`src/rtl/hazard_scoreboard.sv`:
```
// rtl/hazard_scoreboard.sv - per-register latency scoreboard producing decode stall
module hazard_scoreboard #(
    parameter int REG_ADDR_W = 5,
    parameter int LAT_W      = 3,
    parameter bit WAW_STALL  = 1'b1,
    parameter int CNT_W      = 32
) (
    input  logic                          clk,
    input  logic                          rstn,
    input  logic                          de_valid,
    input  logic [REG_ADDR_W-1:0]         de_src1,
    input  logic [REG_ADDR_W-1:0]         de_src2,
    input  logic                          de_use_src1,
    input  logic                          de_use_src2,
    input  logic [REG_ADDR_W-1:0]         de_rd,
    input  logic                          de_regwrt,
    input  logic [LAT_W-1:0]              de_lat,
    input  logic                          flush,
    input  logic                          mem_done,
    input  logic [REG_ADDR_W-1:0]         mem_done_rd,
    output logic                          stall_processor,
    output logic [(1<<REG_ADDR_W)-1:0]    busy_mask,
    output logic [CNT_W-1:0]              stall_cycles
);

    localparam int               NUM_REGS = 1 << REG_ADDR_W;
    // All-ones latency marks a variable-latency result that only mem_done can clear.
    localparam logic [LAT_W-1:0] PEND     = '1;

    logic [LAT_W-1:0] cnt [NUM_REGS];
    logic             haz1;
    logic             haz2;
    logic             hazw;
    logic             issue;

    // A register is busy while its counter is non-zero; entry 0 is held at zero.
    always_comb begin
        busy_mask = '0;
        for (int r = 0; r < NUM_REGS; r++) begin
            busy_mask[r] = (cnt[r] != '0);
        end
    end

    // Stall decode while any consumed operand (or the destination, if enabled) is not yet forwardable.
    always_comb begin
        haz1            = de_use_src1 & busy_mask[de_src1];
        haz2            = de_use_src2 & busy_mask[de_src2];
        hazw            = WAW_STALL & de_regwrt & busy_mask[de_rd];
        stall_processor = de_valid & ~flush & (haz1 | haz2 | hazw);
        issue           = de_valid & ~flush & ~stall_processor;
    end

    // Counter update: a new issue overrides, mem_done clears PEND, otherwise count down.
    always_ff @(posedge clk or negedge rstn) begin
        if (!rstn) begin
            for (int r = 0; r < NUM_REGS; r++) begin
                cnt[r] <= '0;
            end
        end else begin
            cnt[0] <= '0;
            for (int r = 1; r < NUM_REGS; r++) begin
                if (issue && de_regwrt && (de_rd == REG_ADDR_W'(r))) begin
                    cnt[r] <= de_lat;
                end else if (mem_done && (mem_done_rd == REG_ADDR_W'(r)) && (cnt[r] == PEND)) begin
                    cnt[r] <= '0;
                end else if ((cnt[r] != '0) && (cnt[r] != PEND)) begin
                    cnt[r] <= cnt[r] - LAT_W'(1);
                end
            end
        end
    end

    // Saturating count of stalled cycles for performance monitoring.
    always_ff @(posedge clk or negedge rstn) begin
        if (!rstn) begin
            stall_cycles <= '0;
        end else if (stall_processor && (stall_cycles != '1)) begin
            stall_cycles <= stall_cycles + CNT_W'(1);
        end
    end

endmodule

```
`config.mk`:
```
export PLATFORM = sky130hd
export DESIGN_NAME = hazard_scoreboard
export DESIGN_NICKNAME = d
export VERILOG_FILES = /design/src/rtl/hazard_scoreboard.sv
export SDC_FILE = /design/constraint.sdc
export NUM_CORES = 1
export LEC_CHECK = 0
export CORE_UTILIZATION = 50
export CTS_BUF_LIST = sky130_fd_sc_hd__clkbuf_4
export DETAILED_ROUTE_END_ITERATION = 10
export PLACE_DENSITY = 0.71
export SYNTH_ARGS = -nofsm -noshare
export SYNTH_HDL_FRONTEND = slang
export SYNTH_SLANG_ARGS = --single-unit
```
`constraint.sdc`:
```
create_clock -name clk -period 6.2 [get_ports clk]
set_clock_uncertainty 0.15 [all_clocks]
set_input_delay 1.24 -clock clk [delete_from_list [all_inputs] [get_ports clk]]
set_output_delay 1.24 -clock clk [all_outputs]
set_load 0.01 [all_outputs]
```
==> flow_summary_export.csv, run 1 <==
group,metric,value,unit
power_and_ir_drop,power_density,435,nW/um2
synth,synthArstFlopShare,1.00,
clock_network,tritoncts,"built",
power_and_ir_drop,pwr-share-comb,0.576,
final_layout,syn_to_final_growth,14.5,%
synth,synth-main-ff-cell,"dfrtp_1",
status,status,"completed",
clock_network,cts.path.max_buffers,2,
drt,wl_per_cell,17.7,um
floorplanning,initial_core_util,0.517,
synth,yosysSeqAreaShare,0.319,
power_and_ir_drop,ir_drop,0.149,mV
clock_network,h-tree-depth,4,
global_route,grt_max_degree,64,
floorplanning,die_h,142,um
sta,slew_headroom,0.392,
drt,first_iter_violations,562,
drt,ant_nets,0,
clock_network,clk_pin_slew,120,ps
critical_path,crit_chain,"clkdlybuf4s50_1 -> and2b_1 -> a211oi_1 -> a211o_1 -> a211oi_1 -> nor3_4 -> nor2_1 -> clkdlybuf4s50_1",
final_layout,final_area,11200,um2
synth,synth_cells,1113,
clock_network,post-cts-setup-buffers,0,
placed_design,finalWeightedCongestion,0.912,
worst_hold_path,hold_path.class,"register to register",
sta,fin_crit_sh,0.875,
power_and_ir_drop,swShare,0.436,
power_and_ir_drop,seq_power_share,0.302,
final_layout,drive_gt1_frac,0.0875,
floorplanning,fp-row-count,50,
floorplanning,die_w,142,um
synth,yosysWarnings,0,
synth,netlist_area,9800,um2
sta,worst_slew_pin_slew,911,ps
global_route,grt_pass1_vias,8212,
drt,drt-total-wl,26000,um
critical_path,critPathBufInv,2,
job,max_cap_viol_count,0,
critical_path,critPathMaxStageDelay,790,ps
critical_path,ff2ff_path_depth,11,
clock_network,clk_latency,580,ps
synth,ys_types,65,
final_layout,num-nets-final,1323,
critical_path,endpoint,"stall_processor",
clock_network,ctsHoldBuffers,0,
critical_path,reg2reg_from,"cnt[72]$_DFFE_PN0P_",
floorplanning,dieArea,20200,um2
final_layout,multi_input_area,6200,um2
placed_design,portBuffers,94,
sta,rsz0062_at_grt,"no",
sta,setup_viol,0,
critical_path,critPathKind,"input pin to primary output",
power_and_ir_drop,clkPwrFrac,0.122,
clock_network,cts.sinks,125,
drt,via_count,8456,
critical_path,cp_top_family,"buffers and inverters",
global_route,antenna_found_initial,1,
power_and_ir_drop,p_sw,2.13,mW
critical_path,slowest_stage,"clkdlybuf4s50_1",
sta,max_freq,184,MHz
clock_network,cts_root_buf,"clkbuf_4",
critical_path,worstReg2RegEnd,"cnt[47]$_DFFE_PN0P_",
synth,ys_seq_elements,125,
placed_design,place_area,10900,um2
synth,synth-edff-count,0,
synth,syn_nets,1238,
clock_network,cts_buffers,17,
floorplanning,coreArea,19000,um2
sta,final-max-slew-violation-count,0,
critical_path,end_kind,"primary output",
sta,setup_tns,0,ps
floorplanning,io_pins,96,
critical_path,reg2reg_slack,1900,ps
drt,vias_per_cell,5.74,
global_route,track_usage,0.271,
final_layout,final_common_cell,"nand2_1",
global_route,overflow,0,
final_layout,seq_area,3130,um2
critical_path,worstPathArrival,4030,ps
synth,avgSynthCellArea,8.81,um2
sta,finalHoldViolCount,0,
power_and_ir_drop,p_leak,5.12,nW
final_layout,fillers,1704,
placed_design,hpwl,19200,um
critical_path,startpoint,"de_rd[1]",
global_route,grt_pass1_wl,42200,um
power_and_ir_drop,intPower,2.75,mW
drt,drc_errors,0,
critical_path,cp-start-kind,"input pin",
drt,dr.pass1.iters,5,
sta,final.min_clock_period,5420,ps
critical_path,worst-path-stages,8,
clock_network,cts_resized,0,
critical_path,cp_max_fo,12,
critical_path,crit_required,4810,ps
final_layout,final_cell_mix,"nand2_1, dfrtp_1, nor2_1",
flip-flops by register name, indices dropped and copies added (netlist names):
| signal | cells |
|---|---|
| cnt | 93 |
| stall_cycles | 32 |
final cells by class:
| cell class | count | share of cell area |
|---|---|---|
| Antenna cell | 1 | 0.000223 |
| Timing Repair Buffer | 103 | 0.0892 |
| Tap cell | 260 | 0.0290 |
| Sequential cell | 125 | 0.279 |
| Clock inverter | 15 | 0.0145 |
| Multi-Input combinational cell | 876 | 0.552 |
| Inverter | 75 | 0.0251 |
| Clock buffer | 17 | 0.0114 |
metrics by stage:
stage,power [mW],utilization,instances,hold slack (ps),worst slack [ps]
after floorplan,3.50,-,1113,351,1660
after global placement,4.19,0.577,1439,327,881
after detailed placement,4.29,0.577,1439,323,838
after CTS,4.90,0.592,1471,347,819
after global routing,5.36,0.592,1472,365,600
final,4.88,0.592,1472,341,775
cells in the mapped netlist, types with 10 or more instances:
master    instances  share of area
and4_1           12          0.011
mux2_1           25          0.029
clkbuf_1         19         0.0073
nand2b_1         34          0.022
o21ai_1          10         0.0051
xor2_1           29          0.026
mux2_2           23          0.026
nand3_1          25          0.013
mux4_2           12          0.028
a21oi_1          16         0.0082
inv_1            72          0.028
dfrtp_1         125           0.32
nor3_1           21          0.011
o21ai_0         102          0.052
ha_1             94           0.12
nand2_1         167          0.064
nor2_1          105          0.040
mux2i_1          54          0.055
nor4_1           11         0.0070
a22oi_1          28          0.021
how the worst min path moves through the flow:
stage                                      from                     endpoint  slack, ps  cells past startpoint
CTS                 stall_cycles[9]$_DFFE_PN0P_  stall_cycles[9]$_DFFE_PN0P_        350                      1
global route        stall_cycles[9]$_DFFE_PN0P_  stall_cycles[9]$_DFFE_PN0P_        360                      1
detailed placement  stall_cycles[9]$_DFFE_PN0P_  stall_cycles[9]$_DFFE_PN0P_        320                      1
global placement    stall_cycles[9]$_DFFE_PN0P_  stall_cycles[9]$_DFFE_PN0P_        330                      1
floorplan                   cnt[14]$_DFFE_PN0P_          cnt[14]$_DFFE_PN0P_        350                      2
finish              stall_cycles[9]$_DFFE_PN0P_  stall_cycles[9]$_DFFE_PN0P_        340                      1
power by group through the flow:
stage / clock network (mW) / registers, mW / logic (mW)
final: 0.597 / 1.47 / 2.81
after CTS: 0.613 / 1.47 / 2.82
after floorplan: 0 / 1.43 / 2.07
after detailed placement: 0 / 1.49 / 2.81
after global routing: 0.647 / 1.53 / 3.18
after global placement: 0 / 1.47 / 2.72
per-layer routing:
layer  up-vias  share of wire  GRT usage
met5         -              0          0
met2       289           0.47      0.455
met1      4054           0.44      0.354
met4         0          0.024     0.0968
met3        57          0.066     0.0431
li1       4056              -          -
logic make-up after synthesis:
family	count (synthesis)	synth area share
muxes	118	0.144
DFF	125	0.319
adders and majority gates	94	0.120
and+or+nand+nor	438	0.222
other	1	0.000382
AOI/OAI and AO/OA	191	0.115
xor gates and xnor gates	34	0.0304
buffers and inverters	112	0.0490
No activity file was read; power rests on OpenSTA's default activity.
==> inputs of run 2 (changes only) <==
--- a/config.mk
+++ b/config.mk
@@ -5,10 +5,13 @@
 export SDC_FILE = /design/constraint.sdc
 export NUM_CORES = 1
 export LEC_CHECK = 0
-export CORE_UTILIZATION = 50
+export CELL_PAD_IN_SITES_DETAIL_PLACEMENT = 2
+export CELL_PAD_IN_SITES_GLOBAL_PLACEMENT = 2
+export CORE_UTILIZATION = 40
 export CTS_BUF_LIST = sky130_fd_sc_hd__clkbuf_4
 export DETAILED_ROUTE_END_ITERATION = 10
-export PLACE_DENSITY = 0.71
+export PLACE_DENSITY_LB_ADDON = 0.1
 export SYNTH_ARGS = -nofsm -noshare
 export SYNTH_HDL_FRONTEND = slang
 export SYNTH_SLANG_ARGS = --single-unit
+export TNS_END_PERCENT = 10
==> run 2 against run 1 <==
Net effect: power is 7.3% higher; die area grew 25%; utilization shrank 11 points; first-iteration DRC count is 26% lower; via count is 4.8% higher; hold slack better by 10 ps; non-clock buffer count increased by 2; cell area rose by 1.2%; final cell count rose by 4.3%; sequential cell count is the same; clock power rose by 12%; critical path type unchanged.
==> flow_summary_export.csv, run 2 (synthesis gave the netlist of run 1 again) <==
group,metric,value,unit
sta,worst_slew_pin_slew,1050,ps
drt,via_count,8863,
power_and_ir_drop,clkPwrFrac,0.128,
final_layout,num-nets-final,1325,
power_and_ir_drop,p_leak,5.13,nW
global_route,overflow,0,
drt,dr.pass1.iters,5,
clock_network,cts.path.max_buffers,2,
sta,setup_tns,0,ps
floorplanning,dieArea,25100,um2
final_layout,final_cell_mix,"nand2_1, dfrtp_1, nor2_1",
floorplanning,fp-row-count,56,
sta,slew_headroom,0.301,
sta,finalWorstSetupSlack,762,ps
placed_design,hpwl,25700,um
critical_path,cp_max_fo,12,
power_and_ir_drop,ir_drop,0.188,mV
final_layout,reg_top3,"cnt x93, stall_cycles x32",
sta,final-max-slew-violation-count,0,
job,max_cap_viol_count,0,
drt,drc_errors,0,
floorplanning,initial_core_util,0.413,
sta,finalHoldViolCount,0,
placed_design,portBuffers,94,
clock_network,cts_root_buf,"clkbuf_4",
power_and_ir_drop,seq_power_share,0.289,
final_layout,syn_to_final_growth,15.9,%
clock_network,tritoncts,"built",
power_and_ir_drop,power_density,461,nW/um2
critical_path,end_kind,"primary output",
clock_network,h-tree-depth,4,
global_route,grt_pass1_vias,9766,
worst_hold_path,hold_path.class,"register to register",
clock_network,post-cts-setup-buffers,0,
floorplanning,io_pins,96,
placed_design,finalWeightedCongestion,0.881,
drt,wl_per_cell,22.7,um
critical_path,crit_required,4810,ps
sta,final.min_clock_period,5440,ps
critical_path,worstPathArrival,4050,ps
global_route,antenna_found_initial,4,
drt,ant_nets,0,
clock_network,cts.sinks,125,
power_and_ir_drop,p_sw,2.39,mW
clock_network,cts_buffers,17,
placed_design,pre_cts_ws,807,ps
clock_network,clk_latency,560,ps
drt,drt-total-wl,34800,um
final_layout,largest_register,"cnt",
global_route,grt_max_degree,91,
critical_path,cp-start-kind,"input pin",
global_route,grt_pass1_wl,54300,um
drt,first_iter_violations,418,
floorplanning,die_w,159,um
sta,setup_viol,0,
status,status,"completed",
critical_path,critPathKind,"input pin to primary output",
clock_network,ctsHoldBuffers,0,
sta,rsz0062_at_grt,"no",
sta,max_freq,184,MHz
power_and_ir_drop,pwr-share-comb,0.584,
clock_network,cts_resized,0,
power_and_ir_drop,swShare,0.456,
clock_network,clk_pin_slew,110,ps
final_layout,final_common_cell,"nand2_1",
final_layout,drive_gt1_frac,0.0858,
global_route,track_usage,0.288,
power_and_ir_drop,intPower,2.85,mW
final_layout,fillers,2605,
floorplanning,die_h,159,um
sta,fin_crit_sh,0.877,
floorplanning,coreArea,23800,um2
final_layout,largest_register_ffs,93,
drt,vias_per_cell,5.77,
run 2: cell types whose count changed in the layout (fill, tap and decap cells not counted):
| cell | delta |
|---|---|
| clkinv_4 | -3 |
| diode_2 | +3 |
| bufinv_16 | +2 |
| clkinv_1 | +2 |
| clkinv_2 | -2 |
| buf_2 | -1 |
| buf_4 | +1 |
| buf_6 | +1 |
| clkdlybuf4s50_1 | +1 |
| clkinvlp_4 | +1 |
| inv_6 | -1 |
run 2: layout make-up:
| type | instances | area (um2) | area share |
|---|---|---|---|
| clock inverter | 14 | 193 | 0.0170 |
| inverter | 75 | 282 | 0.0248 |
| antenna | 4 | 10.0 | 0.000881 |
| tap | 319 | 399 | 0.0351 |
| clock buffer | 17 | 128 | 0.0112 |
| sequential | 125 | 3130 | 0.275 |
| multi-input combinational | 876 | 6200 | 0.545 |
| timing repair buffer | 105 | 1020 | 0.0902 |
run 2: per-stage QoR:
step	power, mW	instance area, um2	utilization	cells	hold WS (ps)
3_3_place_gp	4.32	11000	0.464	1500	326
2_1_floorplan	3.50	9800	-	1113	351
4_1_cts	5.27	11300	0.478	1531	359
5_1_grt	5.68	11400	0.478	1534	374
3_5_place_dp	4.54	11000	0.464	1500	335
6_report	5.24	11400	0.478	1535	351
run 2: layer usage:
metal  vias to the layer above  track usage  wire length (um)
met4                         0       0.0957               837
met3                        46       0.0357              1160
met5                         -            0                 0
met1                      4579        0.357             15200
li1                       4053            -                 -
met2                       185        0.516             17600
run 2: worst paths after layout:
kind,from,to,slack (ps),cells after the start
max reg2reg,cnt[78]$_DFFE_PN0P_,cnt[53]$_DFFE_PN0P_,1930,11
max in group asynchronous,rstn,cnt[23]$_DFFE_PN0P_,4260,2
min,stall_cycles[30]$_DFFE_PN0P_,stall_cycles[30]$_DFFE_PN0P_,350,1
min reg2reg,stall_cycles[30]$_DFFE_PN0P_,stall_cycles[30]$_DFFE_PN0P_,350,1
max,de_rd[1],stall_processor,760,8
min in group asynchronous,rstn,stall_cycles[14]$_DFFE_PN0P_,590,1
run 2: critical path: stages:
cell and delay [ps]:
clkdlybuf4s50_1 810, and2b_1 340, a211oi_1 120, a211o_1 320, a211oi_1 390, nor3_4 100
nor2_1 130, clkdlybuf4s50_1 580
run 2: power groups by stage:
stage / logic (mW) / registers [mW] / clock network, mW
detailed placement: 3.03 / 1.52 / 0
CTS: 3.08 / 1.51 / 0.686
global placement: 2.83 / 1.49 / 0
finish: 3.06 / 1.51 / 0.670
global route: 3.40 / 1.56 / 0.715
floorplan: 2.07 / 1.43 / 0
==> variant (flow settings as in run 2) <==
Change the parameter `LAT_W` from 3 to 6.
--- a/src/rtl/hazard_scoreboard.sv
+++ b/src/rtl/hazard_scoreboard.sv
@@ -3,3 +3,3 @@
     parameter int REG_ADDR_W = 5,
-    parameter int LAT_W      = 3,
+    parameter int LAT_W      = 6,
     parameter bit WAW_STALL  = 1'b1,
Interface: changed (resized de_lat); port bits go from 96 to 99. The function was not compared with the original's and may differ.
==> variant against run 2 <==
- routed wire length up 92%
- worst setup slack worse by 470 ps
- sequential share of layout area up 2.9 points
- sequential cell count up 93
- synthesized cell count up 58%
- first-iteration DRC count up 130%
- count of clock-buffer cells in the layout up 78
- register-to-register slack worse by 540 ps
- total power up 57%
- combinational power up 25%
- design area up 58%
- synthesized area up 57%
- via count up 70%
- largest power group unchanged
==> variant: results (changes against run 2) <==
* Reg2reg end: cnt[181]
* Dpl hpwl at 49100 microns (+91%)
* Synth area leaders: dfrtp_1 (35%), ha_1 (5.1%), nor2_1 (4.7%)
* Gr usage total at 34.7% (+5.8 points)
* Buffering overhead at 7.57% (-1.4 points)
* Hold Startpoint: stall_cycles[3]
* PortBufs at 97 (+3.2%)
* Final setup margin at 293 ps (-470 ps)
* TritonCTS buffer count at 68 (+51)
* Top cell type's share of synthesized area at 35.4% (+3.5 points)
* Die X at 198 microns (+25%)
* Nets at 2009 (+52%)
* Met2 WL post-DR at 32400 microns (+84%)
* Outcome: finished clean
* Multi-input logic portion of the cell area at 51.7% (-2.8 points)
* Actual slew at the worst max-slew pin at 1240 ps (+190 ps)
* Non-CTS inverters at 109 (+45%)
* Worst Setup SP: de_src1[0]
* Part of the power in registers at 36.2% (+7.3 points)
* Filler instances at 4146 (+59%)
* Routed Wire Length at 66800 microns (+92%)
* Number of H-tree levels at 3 (-1)
* Cells after DPL at 2353 (+57%)
* Met2 Use GR at 58.2% (+6.6 points)
* Antenna diodes at 3 (-1)
* Syn Nets at 1857 (+50%)
* Clock buffers at 95 (+78)
* Worst-path clk slew at 60 ps (-50 ps)
* Initial antenna violation count at 3 (-1)
* Post-synth cell types at 85 (+31%)
* DRT iter0 DRCs at 946 (+130%)
* Detailed-route via count at 15100 (+70%)
* Vias in the first global route at 16300 (+67%)
* Syn Inst Count at 1760 (+58%)
* Internal at 4600 uW (+61%)
* Hold worst-path end: stall_cycles[3]
* Flop-to-flop setup slack at 1390 ps (-540 ps)
* Clk buf depth at 3 (+1)
* Registers with the most flip-flops: cnt (186), stall_cycles (32)
* Adder-cell area share of the yosys netlist at 5.11% (-6.9 points)
* DRT met1 WL at 28500 microns (+87%)
* CTS Sinks at 218 (+74%)
* Multi-input gates at 1367 (+56%)
* Clock-cell share of area at 4.41% (+1.6 points)
* Layout cells sized above 1 at 13.8% (+5.2 points)
* Peak VDD IR at 0.000218 V (+16%)
* Post-synthesis sequential area ratio at 35.4% (+3.5 points)
* Placed Area at 17100 sq um (+55%)
* First-pass GRT wire length at 101000 microns (+87%)
* Multiplexer share of the synthesized area at 4.93% (-9.5 points)
* Compound-Gate Fraction of Synth Area at 14.2% (+2.7 points)
* Leak pwr at 0.00772 uW (+50%)
* Post-synth top cells: dfrtp_1 (218), nor2_1 (194), nand2_1 (153), inv_1 (109), nand3_1 (83)
* Xor/xnor share of the synthesized area at 8.75% (+5.7 points)
* Non-CTS buffers at 148 (+41%)
* Largest net degree at the start of global routing at 107 (+18%)
* Fraction of area in registers at 30.4% (+2.9 points)
* Routability cong. at 0.986 (+12%)
variant: cell count changes in the layout (fill, tap and decap cells not counted), sizes merged, moves of 36 or more:
cell	change
inv	+36
dfrtp	+93
nand3	+58
o21ai	-69
nor3	+67
xor2	+52
buf	+40
xnor2	+68
nor2	+89
clkbuf	+78
a21oi	+47
variant: critical path: stages:
cell and delay [ps]:
clkdlybuf4s50_1 840, nor3_1 140, a211oi_1 330, a221oi_1 130, and4_1 200, o32ai_1 780, a221oi_4 120, nor2_1 170
clkdlybuf4s50_1 560
variant: through the flow:
stage | utilization [%] | power [uW] | hold WS (ps)
finish | 47.5 | 8240 | 353
global route | 47.5 | 8820 | 380
CTS | 47.5 | 8260 | 362
detailed placement | 45.4 | 6720 | 345
global placement | 45.4 | 6410 | 327
floorplan | - | 5430 | 365
